File: src/rtl/fp_encode_arbiter_pkg.sv
// Shared constants and types for the two-requester FP result encoder.
package fp_encode_arbiter_pkg;

    localparam int SP_EXP_BIAS = 127;
    localparam int HP_EXP_BIAS = 15;

    // Biased single-precision exponents bounding the representable half range.
    localparam int HP_OVF_EXP = 143;
    localparam int HP_UNF_EXP = 112;

    localparam logic [4:0] HP_INF_EXP = 5'h1F;

    typedef enum logic {
        MODE_HALF   = 1'b0,
        MODE_SINGLE = 1'b1
    } fp_mode_e;

    // Contents of the capture stage.
    typedef struct packed {
        logic        src;
        fp_mode_e    mode;
        logic        sign;
        logic [7:0]  exp;
        logic [22:0] mant;
    } s1_data_t;

endpackage

File: src/rtl/fp_encode_arbiter_encoder.sv
// IEEE-754 packer: single-precision fields straight through, or repacked as half.
// Out-of-range half exponents are corrected by the caller.
module ieee754_encoder
    import fp_encode_arbiter_pkg::*;
(
    input  fp_mode_e    mode,
    input  logic        sign,
    input  logic [7:0]  exp,
    input  logic [22:0] mant,
    output logic [31:0] result
);

    localparam logic [7:0] REBIAS = 8'(SP_EXP_BIAS - HP_EXP_BIAS);

    // Pack the fields; zero/denormal and Inf/NaN exponents keep their special codes.
    always_comb begin
        // NOTE: a default assignment first means every path drives result, so no latch is inferred.
        result = '0;
        if (mode == MODE_SINGLE) begin
            result = {sign, exp, mant};
        end else if (exp == 8'h00) begin
            result = {16'b0, sign, 5'h00, mant[22:13]};
        end else if (exp == 8'hFF) begin
            result = {16'b0, sign, HP_INF_EXP, mant[22:13]};
        end else begin
            result = {16'b0, sign, 5'(exp - REBIAS), mant[22:13]};
        end
    end

endmodule

File: src/rtl/fp_encode_arbiter.sv
// Round-robin arbiter sharing one FP encode stage between two result paths,
// with a two-stage valid/ready pipeline and saturating accept counters.
module fp_encode_arbiter
    import fp_encode_arbiter_pkg::*;
#(
    parameter int CNT_W = 16
) (
    input  logic             clk,
    input  logic             rst,
    input  logic             req0_valid,
    output logic             req0_ready,
    input  logic             req0_mode_fp,
    input  logic             req0_sign,
    input  logic [7:0]       req0_exp,
    input  logic [22:0]      req0_mant,
    input  logic             req1_valid,
    output logic             req1_ready,
    input  logic             req1_mode_fp,
    input  logic             req1_sign,
    input  logic [7:0]       req1_exp,
    input  logic [22:0]      req1_mant,
    output logic             out_valid,
    input  logic             out_ready,
    output logic [31:0]      out_result,
    output logic             out_src,
    output logic             out_ovf,
    output logic             out_unf,
    output logic [CNT_W-1:0] cnt0,
    output logic [CNT_W-1:0] cnt1
);

    s1_data_t    s1_data;
    logic        s1_valid;
    logic        s2_valid;
    logic        last_grant;
    logic        s1_advance;
    logic        s1_can_accept;
    logic        grant0;
    logic        grant1;
    logic        accept0;
    logic        accept1;
    logic [31:0] enc_result;
    logic [31:0] s2_result_next;
    logic        hp_ovf;
    logic        hp_unf;
    logic [8:0]  s1_exp9;

    assign s1_advance    = s1_valid && (!s2_valid || out_ready);
    assign s1_can_accept = !s1_valid || s1_advance;

    // Round-robin grant: a lone requester wins, contention goes to the one not served last.
    always_comb begin
        grant0 = req0_valid && (!req1_valid || last_grant);
        grant1 = req1_valid && (!req0_valid || !last_grant);
    end

    assign req0_ready = grant0 && s1_can_accept;
    assign req1_ready = grant1 && s1_can_accept;
    assign accept0    = req0_valid && req0_ready;
    assign accept1    = req1_valid && req1_ready;

    // Capture stage: latch the granted requester's fields on the accepting edge.
    always_ff @(posedge clk or posedge rst) begin
        if (rst) begin
            // NOTE: payload is reset along with the valid flag so the stage never holds X after reset.
            s1_valid <= 1'b0;
            s1_data  <= '0;
        end else if (accept0 || accept1) begin
            // NOTE: non-blocking assignments keep every register updating from pre-edge values.
            s1_valid      <= 1'b1;
            s1_data.src   <= accept1;
            s1_data.mode  <= accept1 ? fp_mode_e'(req1_mode_fp) : fp_mode_e'(req0_mode_fp);
            s1_data.sign  <= accept1 ? req1_sign : req0_sign;
            s1_data.exp   <= accept1 ? req1_exp  : req0_exp;
            s1_data.mant  <= accept1 ? req1_mant : req0_mant;
        end else if (s1_advance) begin
            s1_valid <= 1'b0;
        end
    end

    ieee754_encoder u_encoder (
        .mode   (s1_data.mode),
        .sign   (s1_data.sign),
        .exp    (s1_data.exp),
        .mant   (s1_data.mant),
        .result (enc_result)
    );

    assign s1_exp9 = {1'b0, s1_data.exp};

    // Half-range correction: clamp to signed Inf on overflow, signed zero on underflow.
    always_comb begin
        hp_ovf         = 1'b0;
        hp_unf         = 1'b0;
        s2_result_next = enc_result;
        if (s1_data.mode == MODE_HALF) begin
            if (s1_data.exp != 8'hFF && s1_exp9 >= 9'(HP_OVF_EXP)) begin
                hp_ovf         = 1'b1;
                s2_result_next = {16'b0, s1_data.sign, HP_INF_EXP, 10'b0};
            end else if (s1_data.exp != 8'h00 && s1_exp9 <= 9'(HP_UNF_EXP)) begin
                hp_unf         = 1'b1;
                s2_result_next = {16'b0, s1_data.sign, 15'b0};
            end
        end
    end

    // Output stage: load on advance, hold fields stable under backpressure.
    always_ff @(posedge clk or posedge rst) begin
        if (rst) begin
            s2_valid   <= 1'b0;
            out_result <= '0;
            out_src    <= 1'b0;
            out_ovf    <= 1'b0;
            out_unf    <= 1'b0;
        end else if (s1_advance) begin
            s2_valid   <= 1'b1;
            out_result <= s2_result_next;
            out_src    <= s1_data.src;
            out_ovf    <= hp_ovf;
            out_unf    <= hp_unf;
        end else if (out_ready) begin
            s2_valid <= 1'b0;
        end
    end

    assign out_valid = s2_valid;

    // Grant history and saturating per-requester accept counters.
    always_ff @(posedge clk or posedge rst) begin
        if (rst) begin
            last_grant <= 1'b1;
            cnt0       <= '0;
            cnt1       <= '0;
        end else begin
            if (accept0) begin
                last_grant <= 1'b0;
                if (cnt0 != '1) cnt0 <= cnt0 + CNT_W'(1);
            end
            if (accept1) begin
                last_grant <= 1'b1;
                if (cnt1 != '1) cnt1 <= cnt1 + CNT_W'(1);
            end
        end
    end

endmodule
File: config.mk
export PLATFORM = sky130hd
export DESIGN_NAME = fp_encode_arbiter
export DESIGN_NICKNAME = d
export VERILOG_FILES = /design/src/rtl/fp_encode_arbiter_pkg.sv /design/src/rtl/fp_encode_arbiter_encoder.sv /design/src/rtl/fp_encode_arbiter.sv
export SDC_FILE = /design/constraint.sdc
export NUM_CORES = 1
export LEC_CHECK = 0
export BUFFER_PORTS_ARGS = -buffer_cell sky130_fd_sc_hd__buf_4
export CAP_MARGIN = 10
export CORE_UTILIZATION = 45
export DETAILED_ROUTE_END_ITERATION = 10
export GPL_TIMING_DRIVEN = 1
export PLACE_DENSITY = 0.81
export SYNTH_ARGS = -nofsm -noshare
export SYNTH_HDL_FRONTEND = slang
export SYNTH_SLANG_ARGS = --single-unit
File: constraint.sdc
create_clock -name clk -period 10.55 [get_ports clk]
set_input_delay 2.11 -clock clk [delete_from_list [all_inputs] [get_ports clk]]
set_output_delay 2.11 -clock clk [all_outputs]
set_load 0.01 [all_outputs]
==> results of run 1 <==
## path summary, 6_finish.rpt
check                      startpoint         end  slack (ns)  depth (start not counted)
max                         out_ready  req0_ready        4.34                          5
min                        last_grant  last_grant        0.48                          2
max reg2reg                last_grant     cnt0[1]        7.78                          5
min reg2reg                last_grant  last_grant        0.48                          2
max in group asynchronous         rst     cnt0[0]        7.57                          3
min in group asynchronous         rst    cnt1[14]        1.75                          2
## kinds of logic after synthesis
kind of cell             count (synthesis)  share of synthesized area (%)
AND/OR/NAND/NOR                        234                           22.5
multiplexers                             4                          0.979
XOR/XNOR                                26                           4.81
flip-flops                             104                           55.1
buffers and inverters                   41                           3.73
adder cells (fa/ha/maj)                  2                          0.529
AO/OA/AOI/OAI                           97                           12.4
## per-stage QoR
stage	setup WS, ns	utilization (%)	cell area (um2)	power [mW]
after floorplan	5.54	-	4730	0.755
after global placement	4.39	57.0	5860	0.916
after detailed placement	4.31	57.0	5860	0.930
after CTS	4.31	58.9	6060	1.17
after global routing	4.13	58.9	6060	1.24
final	4.34	58.9	6060	1.16
## worst reg2reg max path: stages (launching register included)
cell and delay, ns:
dfstp_2 0.55, nand2b_1 0.12, nand3_2 0.65, inv_2 0.83, nand2_1 0.20, mux2_2 0.31
## per-layer routing
layer  GRT usage [%]  vias up  routed length [um]
met2            37.0      136                5850
met1            29.7     1978                5100
met4            5.41        0                  84
met3            5.14        8                 845
met5               0        -                   0
li1                -     1984                   -
## sequential cells by signal, summed over array words and instances, names as in the netlist
name / cells
cnt1: 16
out_result: 32
s1_valid: 1
out_ovf: 1
last_grant: 1
out_unf: 1
out_src: 1
s1_data: 34
out_valid: 1
cnt0: 16
## cell usage in the layout (no fill, tap or decap), drive strengths merged, types with 3 or more instances in the layout
master,netlist,final
a21oi,16,16
a31oi,38,38
and2,3,3
and3,9,9
buf,15,144
clkbuf,12,10
dfrtp,103,103
inv,14,17
nand2,123,123
nand2b,3,3
nand3,17,17
nand3b,5,5
nand4,11,11
nor2,53,53
nor3,3,3
o21ai,27,27
o22ai,10,10
xnor2,22,22
xor2,4,4
## power by group through the flow
stage	sequential, mW	combinational [mW]	clock [mW]
detailed placement	0.588	0.342	0
global route	0.595	0.377	0.264
floorplan	0.589	0.166	0
finish	0.582	0.339	0.245
CTS	0.581	0.342	0.249
global placement	0.585	0.331	0
## cell usage after synthesis (7+ instances only)
master	count	share of area, %
a21oi_1	15	1.6
a31oi_1	37	4.9
and3_1	7	0.93
buf_2	9	0.95
clkbuf_1	12	0.95
dfrtp_1	103	54
inv_1	13	1.0
nand2_1	123	9.8
nand3_1	15	1.6
nand4_1	11	1.5
nor2_1	53	4.2
o21ai_0	27	2.9
o22ai_1	10	1.3
xnor2_1	22	4.1
## layout make-up
type	instances	area, um2	area share (%)
Tap cell	136	170	2.81
Timing Repair Buffer	144	1080	17.8
Multi-Input combinational cell	363	1950	32.2
Inverter	14	55.1	0.909
Sequential cell	104	2600	43.0
Clock buffer	10	138	2.27
Clock inverter	6	61.3	1.01
==> metrics.txt, run 1 <==
outcome finished clean; Setup CP Type in2out; starting density of the core 46.0%; yosys warns 0; Die Wd 105 um; fmax 0.161 GHz; final hold vios 0; hold-fix buffers at CTS 0; Detailed Place HPWL 8600 um; DP Cell Count 761; number of gates resized after cts 0; Vias/cell 5.28; Root Buffer clkbuf_8; Comb pwr share 29.1%; Sw Share 34.9%; Worst-Skew Late Latency 0.37 ns; crit-path max FO 39; min cycle time layout 6.21 ns; flops & latches, synth 104; Die Ht 105 um; Hold Worst Slack 0.476 ns; Pre-Repair DR Iteration Count 4; synth-to-layout area growth 28.1%; Primary FF master, synth dfrtp_1; Max Cap Violations 0; Max stage delay on crit path 0.82 ns; Tcrit/Tclk final 58.9%; share of layout cells above drive strength 1 27.8%; Overflow after GRT 0; clk slew on worst S/H paths 0.10 ns; initial DRC count 198; vias in the first global route 3979; slew margin rel. 43.7%; syn nets 581; antenna violations before repair 0; fillers 911; startpoint types primary input; port buffer count 140; CP delay by family, top buffers and inverters; P per Cell Area 192 mW/mm2; Lkg Pwr 2.92 nW; nets@finish 709; arrival time at the worst endpoint 4.10 ns; num ports 141; Slew @ Worst Pin 0.843 ns; Synth async-reset ratio 100%; global-route wire length before repair 19400 um; wire per inst 15.3 um; Distinct cells, synth 46; clock power share 21.0%; All-Layer GR Usage 22.4%; largest net degree at the start of global routing 71; Synth Area per Inst 9.31 um2; Final setup viols 0; crit end category output port; clk sinks 104; placer's final routability congestion estimate 0.852; Critical Path, Cell by Cell buf_4 > nand3b_1 > nand3_2 > inv_2 > buf_4; CP max-delay cell inv_2; Peak supply drop 0.117 mV; Final Max Tran Viols 0; clk_skew 0.0190 ns; Buf+Inv Stages, Crit Path 3; Clock Tree Buf Depth 2; DRC violations left 0; sequential-to-total area share from yosys stat 55.1%; total CTS buffers 9; Post-Layout Cell Count 777; via count 4106; post-CTS setup repair buffer count 0; net switching power 407 uW; Routed WL 11900 um; Most Frequent Cell on Critical Path buf_4; Final TNS setup 0 ns; Worst Path Required 8.44 ns; Flop pwr share 49.9%; CTS tree done; Post-synth EDFFs 0; Internal 758 uW; post-route ant nets 0; die footprint 0.0109 mm2; mapped cell area 0.00473 mm2; Floorplan Core Area 0.0103 mm2; Mapped Cells 508; # diodes 0; RSZ-0062 raised after global routing false; worst hold path class reg2reg; row count 37; # H-tree levels 3
Power figures use the tool's default switching activity.
==> inputs of run 2 (changes only) <==
Settings changed: ABC_AREA set to 1, PLACE_DENSITY 0.81 to 0.8.
Clock period 10.55 ns to 6 ns, I/O delays scaled along.
==> metrics.txt, run 2 <==
nets@finish 820 (was 709); worst setup path startpoint out_ready (unchanged); RSZ-0062 raised after global routing false (unchanged); Final setup viols 0 (unchanged); crit end category output port (unchanged); post-CTS setup repair buffer count 0 (unchanged); CP max-delay cell nand2_2 (was inv_2); initial DRC count 241 (was 198); Synth async-reset ratio 100% (unchanged); mapped cell area 0.00513 mm2 (was 0.00473 mm2); global-route wire length before repair 21900 um (was 19400 um); total CTS buffers 9 (unchanged); fillers 959 (was 911); sequential-to-total area share from yosys stat 50.8% (was 55.1%); CP delay by family, top buffers and inverters (unchanged); min cycle time layout 4.09 ns; wire per inst 15.1 um (was 15.3 um); DP Cell Count 876 (was 761); R2R depth 6 (was 5); Setup CP Type in2out (unchanged); clock power share 20.0% (was 21.0%); num ports 141 (unchanged); Most flops, register s1_data (unchanged); Die Wd 109 um (was 105 um); Post-synth EDFFs 0 (unchanged); Final Max Tran Viols 0 (unchanged); Critical Path, Cell by Cell buf_4 > inv_1 > nand3_1 > nand2_2 > inv_2 > buf_4 (was buf_4 > nand3b_1 > nand3_2 > inv_2 > buf_4); commonest cells after routing, fill and taps aside nand2_1 (154), buf_4 (141), dfrtp_1 (103) (was buf_4 (144), nand2_1 (123), dfrtp_1 (103)); die footprint 0.0118 mm2 (was 0.0109 mm2); Peak supply drop 0.231 mV (was 0.117 mV); Vias/cell 5.45 (was 5.28); # diodes 0 (unchanged); Worst-Skew Late Latency 0.34 ns (was 0.37 ns); synth-to-layout area growth 27.5% (was 28.1%); CP endpoint req1_ready (was req0_ready); Distinct cells, synth 32 (was 46); Sw Share 40.0% (was 34.9%); final hold vios 0 (unchanged); Largest regs s1_data x34, out_result x32 (unchanged); Tcrit/Tclk final 68.1%; via count 4863 (was 4106); Mapped Cells 623 (was 508); Hold Worst Slack 0.487 ns (was 0.476 ns); largest net degree at the start of global routing 56 (was 71); net switching power 1.20 mW (was 407 uW); synth cell count leaders nand2_1 (155), dfrtp_1 (103), nor2_1 (70) (was nand2_1 (123), dfrtp_1 (103), nor2_1 (53)); Final TNS setup 0 ns (unchanged); All-Layer GR Usage 23.7% (was 22.4%); share of layout cells above drive strength 1 23.9% (was 27.8%); Overflow after GRT 0 (unchanged); DRC violations left 0 (unchanged); CTS tree done (unchanged); Most Frequent Cell on Critical Path buf_4 (unchanged); post-route ant nets 0 (unchanged); Pre-Repair DR Iteration Count 5 (was 4); crit-path max FO 37 (was 39); Detailed Place HPWL 9560 um (was 8600 um); CP Depth 6 (was 5); hold-fix buffers at CTS 0 (unchanged); reg-to-reg slack, setup 3.18 ns (was 7.78 ns); Max Cap Violations 0 (unchanged); Max stage delay on crit path 0.62 ns (was 0.82 ns); slew margin rel. 24.1% (was 43.7%); clk slew on worst S/H paths 0.07 ns (was 0.10 ns); outcome finished clean (unchanged); Clock Tree Buf Depth 2 (unchanged); most common cell in the netlist nand2_1 (unchanged); clk_skew 0.0142 ns (was 0.0190 ns); number of gates resized after cts 0 (unchanged); Flop pwr share 40.8% (was 49.9%); RR Startpoint last_grant (unchanged); fmax 0.245 GHz; Primary FF master, synth dfrtp_1 (unchanged); Synth area leader dfrtp_1 (unchanged); Die Ht 109 um (was 105 um); commonest non-fill, non-tap cell in the layout nand2_1 (was buf_4); # H-tree levels 3 (unchanged); row count 38 (was 37); startpoint types primary input (unchanged); Synth Area per Inst 8.23 um2 (was 9.31 um2); Root Buffer clkbuf_16 (was clkbuf_8); P per Cell Area 459 mW/mm2 (was 192 mW/mm2); flops & latches, synth 104 (unchanged); Lkg Pwr 3.18 nW (was 2.92 nW); Internal 1.80 mW (was 758 uW); r2r endpoint s1_data[15] (was cnt0[1]); starting density of the core 46.7% (was 46.0%); Slew @ Worst Pin 1.14 ns (was 0.843 ns); antenna violations before repair 0 (unchanged); Routed WL 13500 um (was 11900 um); Floorplan Core Area 0.0110 mm2 (was 0.0103 mm2); Buf+Inv Stages, Crit Path 4 (was 3); most area-consuming cells after synthesis dfrtp_1 (50%), nand2_1 (11%), o21ai_0 (5.7%) (was dfrtp_1 (54%), nand2_1 (9.8%), a31oi_1 (4.9%)); Worst Path Required 4.80 ns (was 8.44 ns); vias in the first global route 4655 (was 3979); port buffer count 140 (unchanged); Comb pwr share 39.2% (was 29.1%); top-area cell type share of the netlist area 50.3% (was 54.5%); Largest register FFs 34 (unchanged); placer's final routability congestion estimate 0.869 (was 0.852); yosys warns 0 (unchanged); syn nets 696 (was 581); clk sinks 104 (unchanged); arrival time at the worst endpoint 2.89 ns (was 4.10 ns); worst hold path class reg2reg (unchanged); Post-Layout Cell Count 892 (was 777)
run 2: changes by cell type in the layout (fill, tap and decap cells not counted), moves of 6 or more:
cell | before | now
a31oi_1 | 37 | 2
and3_1 | 7 | 0
clkbuf_16 | 0 | 9
clkbuf_8 | 10 | 0
inv_1 | 12 | 50
nand2_1 | 123 | 154
nand2_2 | 0 | 6
nand4_1 | 11 | 17
nor2_1 | 53 | 70
nor3_1 | 2 | 10
o21ai_0 | 27 | 58
o22ai_1 | 10 | 21
o31ai_1 | 0 | 16
xnor2_1 | 22 | 11
run 2: cells by family after synthesis:
family | count (synthesis) | synth area share [%]
AO/OA/AOI/OAI | 128 | 14.4
XOR/XNOR | 20 | 3.42
adder cells (fa/ha/maj) | 2 | 0.488
buffers and inverters | 82 | 6.61
flip-flops | 104 | 50.8
AND/OR/NAND/NOR | 287 | 24.3
run 2: layout make-up:
class                           count  area (um2)  share of cell area [%]
Clock buffer                       10         229                    3.50
Inverter                           54         208                    3.18
Timing Repair Buffer              141        1060                    16.2
Sequential cell                   104        2600                    39.8
Clock inverter                      6        75.1                    1.15
Tap cell                          140         175                    2.68
Multi-Input combinational cell    437        2190                    33.5
run 2: worst min-delay path, delay by kind of cell, from the launching register on:
kind	cells	cell delay (ns)
compound gates	1	0.05
flops	1	0.34
simple gates	1	0.06
run 2: routing by layer:
metal	up-vias	GRT usage [%]	part of all wire [%]
met2	219	40.1	50
met3	29	4.78	7.5
met1	2310	30.5	41
met5	-	0	0
met4	0	7.63	2.0
li1	2305	-	-
run 2: worst min path at each step:
| stage | endpoint | startpoint | cells past startpoint |
|---|---|---|---|
| final | out_result[22] | out_result[22] | 2 |
| after global routing | out_result[22] | out_result[22] | 2 |
| after CTS | out_result[22] | out_result[22] | 2 |
| after detailed placement | out_result[22] | out_result[22] | 2 |
| after global placement | out_result[22] | out_result[22] | 2 |
| after floorplan | s1_data[0] | s1_data[0] | 2 |
run 2: per-stage QoR:
| step | utilization (%) | worst slack (ns) | cell area (um2) | total power, mW |
|---|---|---|---|---|
| after floorplan | - | 2.07 | 5130 | 1.92 |
| after global placement | 56.7 | 2.00 | 6230 | 2.36 |
| after detailed placement | 56.7 | 1.93 | 6230 | 2.41 |
| after CTS | 59.5 | 1.94 | 6540 | 3.02 |
| after global routing | 59.5 | 1.80 | 6540 | 3.22 |
| final | 59.5 | 1.91 | 6540 | 3.00 |
run 2: power groups by stage:
stage | registers [mW] | clock network, mW | logic [mW]
floorplan | 1.24 | 0 | 0.681
global placement | 1.22 | 0 | 1.14
detailed placement | 1.23 | 0 | 1.18
CTS | 1.22 | 0.614 | 1.19
global route | 1.26 | 0.640 | 1.32
finish | 1.22 | 0.602 | 1.18
==> inputs of run 3 (changes only) <==
Clock period 6 ns to 3.9 ns, I/O delays scaled along.
==> metrics.txt, run 3 (synthesized netlist as in run 2, its figures left out) <==
outcome finished clean (unchanged); Setup CP Type in2out (unchanged); synth-to-layout area growth 27.5% (about the same); worst hold path class reg2reg (unchanged); GR peak layer met2 (unchanged); CTS tree done (unchanged); Largest regs s1_data x34, out_result x32 (unchanged); Worst Hold Launch out_result[26] (was out_result[22]); Lkg Pwr 3.18 nW (about the same); min cycle time layout 2.58 ns; Max Cap Violations 0 (unchanged); number of gates resized after cts 0 (unchanged); clk sinks 104 (unchanged); wire per inst 15.0 um (was 15.1 um); Root Buffer clkbuf_16 (unchanged); nets@finish 824 (was 820); All-Layer GR Usage 23.7% (about the same); slew margin rel. 21.6% (was 24.1%); clk_skew 0.0115 ns (was 0.0142 ns); clk slew on worst S/H paths 0.07 ns (about the same); port buffer count 140 (unchanged); row count 38 (unchanged); antenna violations before repair 0 (unchanged); P per Cell Area 697 mW/mm2 (was 459 mW/mm2); crit end category output port (unchanged); global-route wire length before repair 22000 um (was 21900 um); Slew @ Worst Pin 1.18 ns (was 1.14 ns); share of layout cells above drive strength 1 24.1% (was 23.9%); startpoint types primary input (unchanged); Worst-Skew Late Latency 0.34 ns (about the same); Final TNS setup 0 ns (unchanged); RSZ-0062 raised after global routing false (unchanged); Clock Tree Buf Depth 2 (unchanged); r2r endpoint out_result[10] (was s1_data[15]); overall power 4.56 mW (was 3.00 mW); total CTS buffers 9 (unchanged); Vias/cell 5.40 (was 5.45); # diodes 0 (unchanged); Peak supply drop 0.321 mV (was 0.231 mV); CP max-delay cell nand2_2 (unchanged); commonest non-fill, non-tap cell in the layout nand2_1 (unchanged); Die Wd 109 um (unchanged); die footprint 0.0118 mm2 (unchanged); Critical Path, Cell by Cell buf_4 > inv_1 > nand3_1 > nand2_2 > inv_2 > buf_4 (unchanged); Floorplan Core Area 0.0110 mm2 (unchanged); grt met3 use 3.35% (was 4.78%); Most flops, register s1_data (unchanged); num ports 141 (unchanged); Final setup viols 0 (unchanged); crit-path max FO 22 (was 37); # H-tree levels 3 (unchanged); Die Ht 109 um (unchanged); R2R depth 5 (was 6); placer's final routability congestion estimate 0.882 (was 0.869); DRC violations left 0 (unchanged); Final Max Tran Viols 0 (unchanged); starting density of the core 46.7% (unchanged); largest net degree at the start of global routing 87 (was 56); post-CTS setup repair buffer count 0 (unchanged); Detailed Place HPWL 9610 um (was 9560 um); fmax 0.388 GHz; final core occ 59.5% (about the same); Max stage delay on crit path 0.31 ns (was 0.62 ns); GR Util met1 31.1% (was 30.5%); vias in the first global route 4612 (was 4655); Overflow after GRT 0 (unchanged); RR Startpoint s1_data[32] (was last_grant); hold endpoint out_result[26] (was out_result[22]); Pre-Repair DR Iteration Count 5 (unchanged); initial DRC count 233 (was 241); Routed WL 13500 um (about the same); Largest register FFs 34 (unchanged); arrival time at the worst endpoint 1.80 ns (was 2.89 ns); commonest cells after routing, fill and taps aside nand2_1 (154), buf_4 (145), dfrtp_1 (103) (was nand2_1 (154), buf_4 (141), dfrtp_1 (103)); Tcrit/Tclk final 66.1%; grt met2 use 39.4% (was 40.1%); hold-fix buffers at CTS 0 (unchanged); via count 4836 (was 4863); Most Frequent Cell on Critical Path buf_4 (unchanged); final hold vios 0 (unchanged); post-route ant nets 0 (unchanged); WHS Path Cells 2 (unchanged); Worst Path Required 3.12 ns (was 4.80 ns); reg-to-reg slack, setup 1.65 ns (was 3.18 ns)
run 3: final cells by class:
cell class	count	area, um2
sequential	104	2600
clock buffer	13	260
multi-input combinational	437	2190
tap	140	175
clock inverter	2	15.0
inverter	54	208
fill	987	4450
timing repair buffer	145	1090
run 3: where the power goes:
group,switching (mW),leakage (nW),total (mW),internal (mW)
Clock,0.381,0.128,0.847,0.465
Combinational,1.07,1.74,1.82,0.756
Sequential,0.368,1.31,1.88,1.52
Total,1.82,3.18,4.56,2.74
run 3: layer usage:
layer / up-vias / routed length [um]
li1: 2323 / -
met5: - / 0
met1: 2314 / 5710
met2: 176 / 6590
met3: 23 / 862
met4: 0 / 304
run 3: worst max path at each step:
stage                     startpoint    endpoint  depth (start not counted)
after floorplan                  rst     cnt0[0]                          1
after global placement     out_ready  req1_ready                          6
after detailed placement   out_ready  req1_ready                          6
after CTS                  out_ready  req1_ready                          6
after global routing       out_ready  req1_ready                          6
final                      out_ready  req1_ready                          6
run 3: stage by stage:
stage               hold WS, ns  std cells  cell area [um2]  setup slack (ns)
floorplan                 0.453        623             5130             0.389
global placement          0.468        880             6260              1.34
detailed placement        0.471        880             6260              1.32
CTS                       0.488        895             6540              1.31
global route              0.500        895             6540              1.26
finish                    0.484        895             6540              1.32
run 3: critical path, delay by kind of cell:
| family | cells | cell delay, ns |
|---|---|---|
| buffers and inverters | 4 | 0.58 |
| AND/OR/NAND/NOR | 2 | 0.43 |
